### src/rtl/multicycle_pkg.sv
// Shared definitions for the multicycle RV32I-subset controller.
// Holds the state encoding, opcode constants, ALU/imm control codes, mux
// select encodings, the bundled control-output struct and the imm decoder.
package multicycle_pkg;

  localparam int unsigned STATE_W = 4;
  localparam int unsigned OP_W    = 7;
  localparam int unsigned F3_W    = 3;
  localparam int unsigned F7_W    = 7;
  localparam int unsigned ALU_W   = 3;
  localparam int unsigned IMM_W   = 3;
  localparam int unsigned SEL_W   = 2;

  typedef enum logic [STATE_W-1:0] {
    S_FETCH     = 4'd0,
    S_DECODE    = 4'd1,
    S_MEM_ADR   = 4'd2,
    S_MEM_RD    = 4'd3,
    S_MEM_WB    = 4'd4,
    S_MEM_WR    = 4'd5,
    S_EXEC_R    = 4'd6,
    S_EXEC_I    = 4'd7,
    S_ALU_WB    = 4'd8,
    S_BRANCH    = 4'd9,
    S_JAL_S     = 4'd10,
    S_JALR_ADR  = 4'd11,
    S_JALR_LINK = 4'd12,
    S_HALT      = 4'd13
  } state_t;

  // Opcodes
  localparam logic [OP_W-1:0] OP_LOAD    = 7'b0000011;
  localparam logic [OP_W-1:0] OP_STORE   = 7'b0100011;
  localparam logic [OP_W-1:0] OP_RTYPE   = 7'b0110011;
  localparam logic [OP_W-1:0] OP_CUSTOM0 = 7'b0001011;
  localparam logic [OP_W-1:0] OP_ITYPE   = 7'b0010011;
  localparam logic [OP_W-1:0] OP_BRANCH  = 7'b1100011;
  localparam logic [OP_W-1:0] OP_JAL     = 7'b1101111;
  localparam logic [OP_W-1:0] OP_JALR    = 7'b1100111;

  localparam logic [F7_W-1:0] F7_SUB = 7'b0100000;

  // ALU control codes
  localparam logic [ALU_W-1:0] ALU_ADD   = 3'b000;
  localparam logic [ALU_W-1:0] ALU_SUB   = 3'b001;
  localparam logic [ALU_W-1:0] ALU_AND   = 3'b010;
  localparam logic [ALU_W-1:0] ALU_SRL   = 3'b011;
  localparam logic [ALU_W-1:0] ALU_ADD_V = 3'b100;
  localparam logic [ALU_W-1:0] ALU_AVG_V = 3'b101;

  // Immediate format codes
  localparam logic [IMM_W-1:0] IMM_NONE = 3'b000;
  localparam logic [IMM_W-1:0] IMM_I    = 3'b001;
  localparam logic [IMM_W-1:0] IMM_S    = 3'b010;
  localparam logic [IMM_W-1:0] IMM_B    = 3'b011;
  localparam logic [IMM_W-1:0] IMM_J    = 3'b101;

  // Mux selects
  localparam logic [SEL_W-1:0] SRC_A_PC     = 2'b00;
  localparam logic [SEL_W-1:0] SRC_A_OLD_PC = 2'b01;
  localparam logic [SEL_W-1:0] SRC_A_RS1    = 2'b10;
  localparam logic [SEL_W-1:0] SRC_B_RS2    = 2'b00;
  localparam logic [SEL_W-1:0] SRC_B_IMM    = 2'b01;
  localparam logic [SEL_W-1:0] SRC_B_FOUR   = 2'b10;
  localparam logic [SEL_W-1:0] RES_ALUOUT   = 2'b00;
  localparam logic [SEL_W-1:0] RES_MDR      = 2'b01;
  localparam logic [SEL_W-1:0] RES_ALU      = 2'b10;
  localparam logic             ADR_PC       = 1'b0;
  localparam logic             ADR_ALUOUT   = 1'b1;

  // Every datapath control driven by the controller
  typedef struct packed {
    logic             mem_req;
    logic             mem_we;
    logic             adr_src;
    logic             ir_write;
    logic             pc_write;
    logic             reg_write;
    logic [SEL_W-1:0] alu_src_a;
    logic [SEL_W-1:0] alu_src_b;
    logic [SEL_W-1:0] result_src;
    logic [ALU_W-1:0] alu_control;
    logic [IMM_W-1:0] imm_control;
    logic             retire;
    logic             illegal;
  } ctrl_t;

  // Immediate format implied by the opcode
  function automatic logic [IMM_W-1:0] imm_sel(input logic [OP_W-1:0] op);
    case (op)
      OP_LOAD, OP_ITYPE, OP_JALR: return IMM_I;
      OP_STORE:                   return IMM_S;
      OP_BRANCH:                  return IMM_B;
      OP_JAL:                     return IMM_J;
      default:                    return IMM_NONE;
    endcase
  endfunction

endpackage

### src/rtl/multicycle_ctrl.sv
// Multicycle RV32I-subset (plus vector ops) controller.
// Sequences fetch/decode/execute/memory/writeback over one shared memory
// port (mem_req/mem_ready) and drives all datapath selects and strobes.
// Ports: clk, reset (async, active-high); IR fields opcode/funct3/funct7;
// alu_zero; mem_ready; outputs mem_req, mem_we, adr_src, ir_write,
// pc_write, reg_write, alu_src_a/b, result_src, alu_control, imm_control,
// retire (one pulse per completed instruction), illegal (in HALT).
module multicycle_ctrl
  import multicycle_pkg::*;
#(
  parameter logic [31:0] RESET_PC = 32'h0000_0000
) (
  input  logic             clk,
  input  logic             reset,
  input  logic [OP_W-1:0]  opcode,
  input  logic [F3_W-1:0]  funct3,
  input  logic [F7_W-1:0]  funct7,
  input  logic             alu_zero,
  input  logic             mem_ready,
  output logic             mem_req,
  output logic             mem_we,
  output logic             adr_src,
  output logic             ir_write,
  output logic             pc_write,
  output logic             reg_write,
  output logic [SEL_W-1:0] alu_src_a,
  output logic [SEL_W-1:0] alu_src_b,
  output logic [SEL_W-1:0] result_src,
  output logic [ALU_W-1:0] alu_control,
  output logic [IMM_W-1:0] imm_control,
  output logic             retire,
  output logic             illegal
);

  // The PC register owns the reset vector; kept here for documentation only.
  logic unused_reset_pc;
  assign unused_reset_pc = ^RESET_PC;

  state_t state, state_next;
  ctrl_t  ctrl;

  // State register
  always_ff @(posedge clk or posedge reset) begin
    if (reset) state <= S_FETCH;
    else       state <= state_next;
  end

  // Next state and control outputs
  always_comb begin
    state_next = state;
    ctrl       = '0;
    if (state != S_FETCH) ctrl.imm_control = imm_sel(opcode);

    case (state)
      S_FETCH: begin
        ctrl.mem_req    = 1'b1;
        ctrl.adr_src    = ADR_PC;
        ctrl.alu_src_a  = SRC_A_PC;
        ctrl.alu_src_b  = SRC_B_FOUR;
        ctrl.result_src = RES_ALU;
        ctrl.ir_write   = mem_ready;
        ctrl.pc_write   = mem_ready;
        if (mem_ready) state_next = S_DECODE;
      end
      S_DECODE: begin
        // Speculative branch/jump target: ALUOut <= oldPC + imm
        ctrl.alu_src_a = SRC_A_OLD_PC;
        ctrl.alu_src_b = SRC_B_IMM;
        case (opcode)
          OP_LOAD, OP_STORE:    state_next = S_MEM_ADR;
          OP_RTYPE, OP_CUSTOM0: state_next = S_EXEC_R;
          OP_ITYPE:             state_next = S_EXEC_I;
          OP_BRANCH:            state_next = (funct3 == 3'b000) ? S_BRANCH : S_HALT;
          OP_JAL:               state_next = S_JAL_S;
          OP_JALR:              state_next = S_JALR_ADR;
          default:              state_next = S_HALT;
        endcase
      end
      S_MEM_ADR: begin
        ctrl.alu_src_a = SRC_A_RS1;
        ctrl.alu_src_b = SRC_B_IMM;
        state_next     = (opcode == OP_STORE) ? S_MEM_WR : S_MEM_RD;
      end
      S_MEM_RD: begin
        ctrl.mem_req = 1'b1;
        ctrl.adr_src = ADR_ALUOUT;
        if (mem_ready) state_next = S_MEM_WB;
      end
      S_MEM_WB: begin
        ctrl.result_src = RES_MDR;
        ctrl.reg_write  = 1'b1;
        ctrl.retire     = 1'b1;
        state_next      = S_FETCH;
      end
      S_MEM_WR: begin
        ctrl.mem_req = 1'b1;
        ctrl.mem_we  = 1'b1;
        ctrl.adr_src = ADR_ALUOUT;
        ctrl.retire  = mem_ready;
        if (mem_ready) state_next = S_FETCH;
      end
      S_EXEC_R: begin
        ctrl.alu_src_a = SRC_A_RS1;
        ctrl.alu_src_b = SRC_B_RS2;
        state_next     = S_ALU_WB;
        if (opcode == OP_CUSTOM0) begin
          case (funct3)
            3'b000:  ctrl.alu_control = ALU_ADD_V;
            3'b001:  ctrl.alu_control = ALU_AVG_V;
            default: state_next = S_HALT;
          endcase
        end else begin
          case (funct3)
            3'b000:  ctrl.alu_control = (funct7 == F7_SUB) ? ALU_SUB : ALU_ADD;
            3'b111:  ctrl.alu_control = ALU_AND;
            3'b101:  ctrl.alu_control = ALU_SRL;
            default: state_next = S_HALT;
          endcase
        end
      end
      S_EXEC_I: begin
        ctrl.alu_src_a = SRC_A_RS1;
        ctrl.alu_src_b = SRC_B_IMM;
        state_next     = S_ALU_WB;
      end
      S_ALU_WB: begin
        ctrl.result_src = RES_ALUOUT;
        ctrl.reg_write  = 1'b1;
        ctrl.retire     = 1'b1;
        state_next      = S_FETCH;
      end
      S_BRANCH: begin
        // Taken target was computed in DECODE and sits in ALUOut
        ctrl.alu_src_a   = SRC_A_RS1;
        ctrl.alu_src_b   = SRC_B_RS2;
        ctrl.alu_control = ALU_SUB;
        ctrl.result_src  = RES_ALUOUT;
        ctrl.pc_write    = alu_zero;
        ctrl.retire      = 1'b1;
        state_next       = S_FETCH;
      end
      S_JAL_S: begin
        // PC <= target from DECODE while ALU forms the link value oldPC + 4
        ctrl.result_src = RES_ALUOUT;
        ctrl.pc_write   = 1'b1;
        ctrl.alu_src_a  = SRC_A_OLD_PC;
        ctrl.alu_src_b  = SRC_B_FOUR;
        state_next      = S_ALU_WB;
      end
      S_JALR_ADR: begin
        ctrl.alu_src_a = SRC_A_RS1;
        ctrl.alu_src_b = SRC_B_IMM;
        state_next     = S_JALR_LINK;
      end
      S_JALR_LINK: begin
        ctrl.result_src = RES_ALUOUT;
        ctrl.pc_write   = 1'b1;
        ctrl.alu_src_a  = SRC_A_OLD_PC;
        ctrl.alu_src_b  = SRC_B_FOUR;
        state_next      = S_ALU_WB;
      end
      S_HALT: begin
        ctrl.illegal = 1'b1;
      end
      default: state_next = S_FETCH;
    endcase

    // Reset silences every output immediately, including a pending access
    if (reset) ctrl = '0;
  end

  assign mem_req     = ctrl.mem_req;
  assign mem_we      = ctrl.mem_we;
  assign adr_src     = ctrl.adr_src;
  assign ir_write    = ctrl.ir_write;
  assign pc_write    = ctrl.pc_write;
  assign reg_write   = ctrl.reg_write;
  assign alu_src_a   = ctrl.alu_src_a;
  assign alu_src_b   = ctrl.alu_src_b;
  assign result_src  = ctrl.result_src;
  assign alu_control = ctrl.alu_control;
  assign imm_control = ctrl.imm_control;
  assign retire      = ctrl.retire;
  assign illegal     = ctrl.illegal;

endmodule

### config.mk
export PLATFORM = sky130hd
export DESIGN_NAME = multicycle_ctrl
export DESIGN_NICKNAME = d
export VERILOG_FILES = /design/src/rtl/multicycle_pkg.sv /design/src/rtl/multicycle_ctrl.sv
export SDC_FILE = /design/constraint.sdc
export NUM_CORES = 1
export LEC_CHECK = 0
export ABC_AREA = 1
export CAP_MARGIN = 20
export CORE_AREA = 2 2 53 45
export DETAILED_ROUTE_END_ITERATION = 16
export DIE_AREA = 0 0 55 47
export MAX_ROUTING_LAYER = met4
export PLACE_DENSITY = 0.9
export SKIP_CTS_REPAIR_TIMING = 1
export SYNTH_ARGS = -nofsm -noshare
export SYNTH_HDL_FRONTEND = slang
export SYNTH_SLANG_ARGS = --single-unit
### constraint.sdc
create_clock -name clk -period 2.35 [get_ports clk]
set_input_delay 0.3525 -clock clk [delete_from_list [all_inputs] [get_ports clk]]
set_output_delay 0.3525 -clock clk [all_outputs]
set_load 0.05 [all_outputs]
# Word-level counts from Yosys, hierarchy flattened
# Index checks and enable logic that the tools add are counted.
# op_classes
eq_ne	28
mux	28
bitwise	1
reduce_logical	17
# op_table
operator	n
4-bit case mux with 9 select lines	1
4-bit equality test, second input constant	6
4-bit case mux with 6 select lines	1
7-bit by 6-bit equality test with 1-bit output, second input constant	3
7-bit equality test, second input constant	3
20-bit 2-to-1 mux	1
4-bit case mux with 5 select lines	1
3-bit 2-to-1 mux	6
3-bit OR reduction	6
4-bit by 3-bit equality test with 1-bit output, second input constant	4
4-bit 2-to-1 mux	4
2-bit OR reduction	7
3-bit case mux with 2 select lines	2
3-bit case mux with 4 select lines	1
4-bit by 2-bit equality test with 1-bit output, second input constant	2
7-bit by 2-bit equality test with 1-bit output, second input constant	1
7-bit by 4-bit equality test with 1-bit output, second input constant	1
7-bit by 5-bit equality test with 1-bit output, second input constant	1
1-bit 2-to-1 mux	7
3-bit equality test, second input constant	2
2-bit != test, second input constant	3
2-bit case mux with 3 select lines	1
4-bit by 1-bit equality test with 1-bit output, second input constant	1
4-bit zero test	1
other kinds (8)	8
# word_totals
reg_bits	4
input_bits	21
output_inout_bits	20
wordCells	75

# Logic depth before layout (Yosys ltp)
# depth
word_depth	6
mapped_depth	12
depth_no_buf	12

# Least setup slack after synthesis
# Ideal clock, no wire load.
# synth_timing
kind	input-to-output
start	input reset
end	output retire
t_arrival_ps	1988
required_time_ps	1997
slack_ps	10
stages	5
n_path_buf	1
path_cell_list	buf_4 -> clkinv_1 -> nand2_1 -> nor2_1 -> a221o_1
# synth_via
elab_chain_cells	1
# synth_rtl
item	line	rtl
from (decl)	multicycle_ctrl.sv:14	input logic reset,
20-bit 2-to-1 mux	multicycle_ctrl.sv:169	if (reset) ctrl = '0;
to (decl)	multicycle_ctrl.sv:31	output logic retire,
# No other way between the ends.

# Final worst setup path
# layout_timing
start	input opcode[5]
end	output imm_control[0]
# layout_via
elab_chain_cells	5
elab_cells_between_ends	10
cone_classes	6 x eq/ne; 3 x mux; 1 x reduce/logical
# layout_rtl
item	line	rtl
from (decl)	multicycle_ctrl.sv:15	input logic [OP_W-1:0] opcode,
7-bit equality test, or another cell as far along	multicycle_pkg.sv:90	case (op)
3-bit OR reduction	multicycle_pkg.sv:90	
3-bit case mux with 4 select lines (*)	multicycle_pkg.sv:90	
3-bit 2-to-1 mux (*)	multicycle_ctrl.sv:52	if (state != S_FETCH) ctrl.imm_control = imm_sel(opcode);
20-bit 2-to-1 mux (*)	multicycle_ctrl.sv:169	
to (decl)	multicycle_ctrl.sv:30	output logic [IMM_W-1:0] imm_control,
# Mark *: on every way between the ends. The rest lies on a longest branch, timed or not.

==> flow_summary_export.csv <==
group,metric,value,unit
detailed_routing,drt_pass1_iterations,4,
clock_tree,clkTransAtPathRegs,0.04,ns
critical_path,criticalPathCategory,"in2out",
timing,maxSlewViolCount,0,
cells_and_area,stdcell_area,1336,µm²
grt,track_usage,0.1896,
placed_design,dpl.hpwl,1.986,mm
synth,avgSynthCellArea,5.253,µm²
grt,grt_use_met1,0.2490,
power,power.internal,427.2,µW
die,die_w,55,µm
critical_path,worstSetupStartpointType,"primary input",
critical_path,critPathMaxFanout,5,
cells_and_area,final_cell_mix,"nand2_1, nor2_1, clkdlybuf4s50_1",
timing,post-route-period-util,0.9531,
cells_and_area,drive_gt1_frac,0.2634,
clock_tree,cts-buffers-inserted,3,
timing,finalClockSkew,0.004495,ns
synth,synth_compound_area_frac,0.1287,
placed_design,gp_congestion,0.8527,
die,pin_count,41,
die,rows,15,
clock_tree,clk_latency,0.23,ns
power,pwr-share-comb,0.797,
grt,grt_first_pass_wirelength,3.539,mm
timing,hold_ws,0.3523,ns
synth,ys_types,26,
grt,antenna_found_initial,0,
detailed_routing,drt-initial-drc-count,21,
power,peakVddDrop,602.1,µV
grt,grt_use_met2,0.3167,
power,swShare,0.5937,
clock_tree,htree_levels,1,
die,die_area,2585,µm²
cells_and_area,nets,228,
synth,synth_adder_area_share,0,
critical_path,worstPathArrival,1.89,ns
synth,synthMuxAreaShare,0,
grt,grt_pass1_vias,870,
timing,setup_viol,0,
power,power.leakage,0.0006944,µW
cells_and_area,diodes,0,
cells_and_area,final_common_cell,"nand2_1",
grt,grt_overflow,0,
timing,grt_setup_unrepaired,"no",
grt,gr-usage-met3,0.03822,
timing,max-slew-margin-rel,0.7665,
clock_tree,cts_max_path_buffers,2,
detailed_routing,routed_via_density,4.748,
cells_and_area,largest_register_ffs,4,
synth,ys_warn_count,0,
timing,fin_setup_tns,0,ns
power,seqPwrFrac,0.124,
flow_run,drv_cap,0,
clock_tree,root_buffer,"clkbuf_4",
die,initial_utilization,0.4097,
synth,seq_area_frac_synth,0.1183,
synth,synth_area,845.8,µm²
synth,ys_seq_elements,4,
synth,synth_top_family_by_area,"simple AND/OR/NAND/NOR gates",
clock_tree,cts_tree,"yes",
power,clkPwrFrac,0.078,
critical_path,end_kind,"output port",
power,p_sw,624.2,µW
die,core_area,2064,µm²
synth,synthCells,161,
detailed_routing,vias,1092,
hold_path,min_path_type,"in2async",
clock_tree,cts_sinks,4,
cells_and_area,area_delta_synth_final,57.99,%
grt,busiest_layer,"met2",
timing,fmax,446.4,MHz
placed_design,port_buffers,40,
cells_and_area,largest_register,"state",
power,powerDensity,786.8,nW/µm²
synth,syn_nets,182,
timing,final.min_clock_period,2.240,ns
cells_and_area,reg_top3,"state: 4 flops",
synth,synth-simple-area-share,0.6198,
grt,grt_max_degree,8,
detailed_routing,drt-total-wl,2.312,mm
critical_path,cp.required,2.00,ns
detailed_routing,wl_per_cell,10.05,µm
placed_design,placed_area,1310,µm²
detailed_routing,drc,0,
timing,worst_slew_pin_slew,0.3476,ns
detailed_routing,antenna_left,0,
timing,finalHoldViolCount,0,
synth,synth-xor-area-share,0,
die,dieHeight,47,µm
run_status,outcome,"finished clean",
## cells in the mapped netlist
cell type,n,area share
inv_1,19,0.084
o22ai_2,1,0.015
nor2_1,29,0.13
nand3_2,1,0.012
clkinv_1,1,0.0044
nor3b_1,2,0.018
nor3_1,3,0.018
nand4_1,1,0.0074
a21oi_1,6,0.036
o21ai_1,1,0.0059
a21oi_2,1,0.010
o21bai_1,1,0.0089
nand3_1,9,0.053
nand2_1,47,0.21
nor2_2,5,0.037
nand2_2,8,0.059
nor2_8,1,0.024
dfrtp_1,4,0.12
inv_2,8,0.036
o31ai_1,1,0.0089
nor4_1,2,0.015
a221o_1,1,0.012
buf_4,1,0.0089
a31oi_1,2,0.015
nor2_4,3,0.040
o21ai_0,3,0.018
## final timing paths
path                           start        endpoint  slack, ns  cells after the start
min reg2reg                 state[2]        state[2]       0.59                      2
min                            reset        state[1]       0.35                      2
min in group clk            state[2]        state[2]       0.59                      2
max reg2reg                 state[2]        state[0]       0.95                      9
max                        opcode[5]  imm_control[0]       0.11                      7
max in group asynchronous      reset        state[0]       1.83                      2
## worst max-delay path: stages
cell and delay, ns:
clkdlybuf4s50_1 0.49, nor2_1 0.21, nand2_1 0.09, a21oi_2 0.20, nor2_1 0.07, a21oi_1 0.28
buf_12 0.18
## cells by family (layout without fill, tap and decap cells)
logic type             Yosys count  count (layout)
and+or+nand+nor                111             111
AOI/OAI and AO/OA               17              17
DFF                              4               4
buffers and inverters           29              73
## per-stage QoR
stage	cells	utilization	worst slack, ns	total power [µW]
floorplan	161	-	0.009807	725.7
global placement	227	0.6345	0.1648	958.0
detailed placement	227	0.6345	0.1457	969.2
CTS	230	0.6455	0.1427	1057
global route	230	0.6473	0.04971	1138
finish	230	0.6473	0.1101	1051
## per-layer routing
| metal | up-vias | wire length (µm) |
|---|---|---|
| met5 | - | 0 |
| met4 | 0 | 0 |
| met3 | 0 | 126 |
| met2 | 31 | 1049 |
| met1 | 466 | 1137 |
| li1 | 595 | - |
## final cells by class
cell class	instances	area, µm²
Sequential cell	4	100.1
Inverter	28	105.1
Fill cell	200	728.2
Clock buffer	3	22.52
Timing Repair Buffer	42	440.4
Tap cell	25	31.28
Multi-Input combinational cell	128	636.9
## power groups by stage
stage	sequential, µW	clock (µW)	combinational (µW)
floorplan	122	0	604
global placement	129	0	829
global route	139	89.9	910
detailed placement	131	0	838
CTS	131	85.5	841
finish	131	82.5	838
Power figures use the tool's default switching activity.
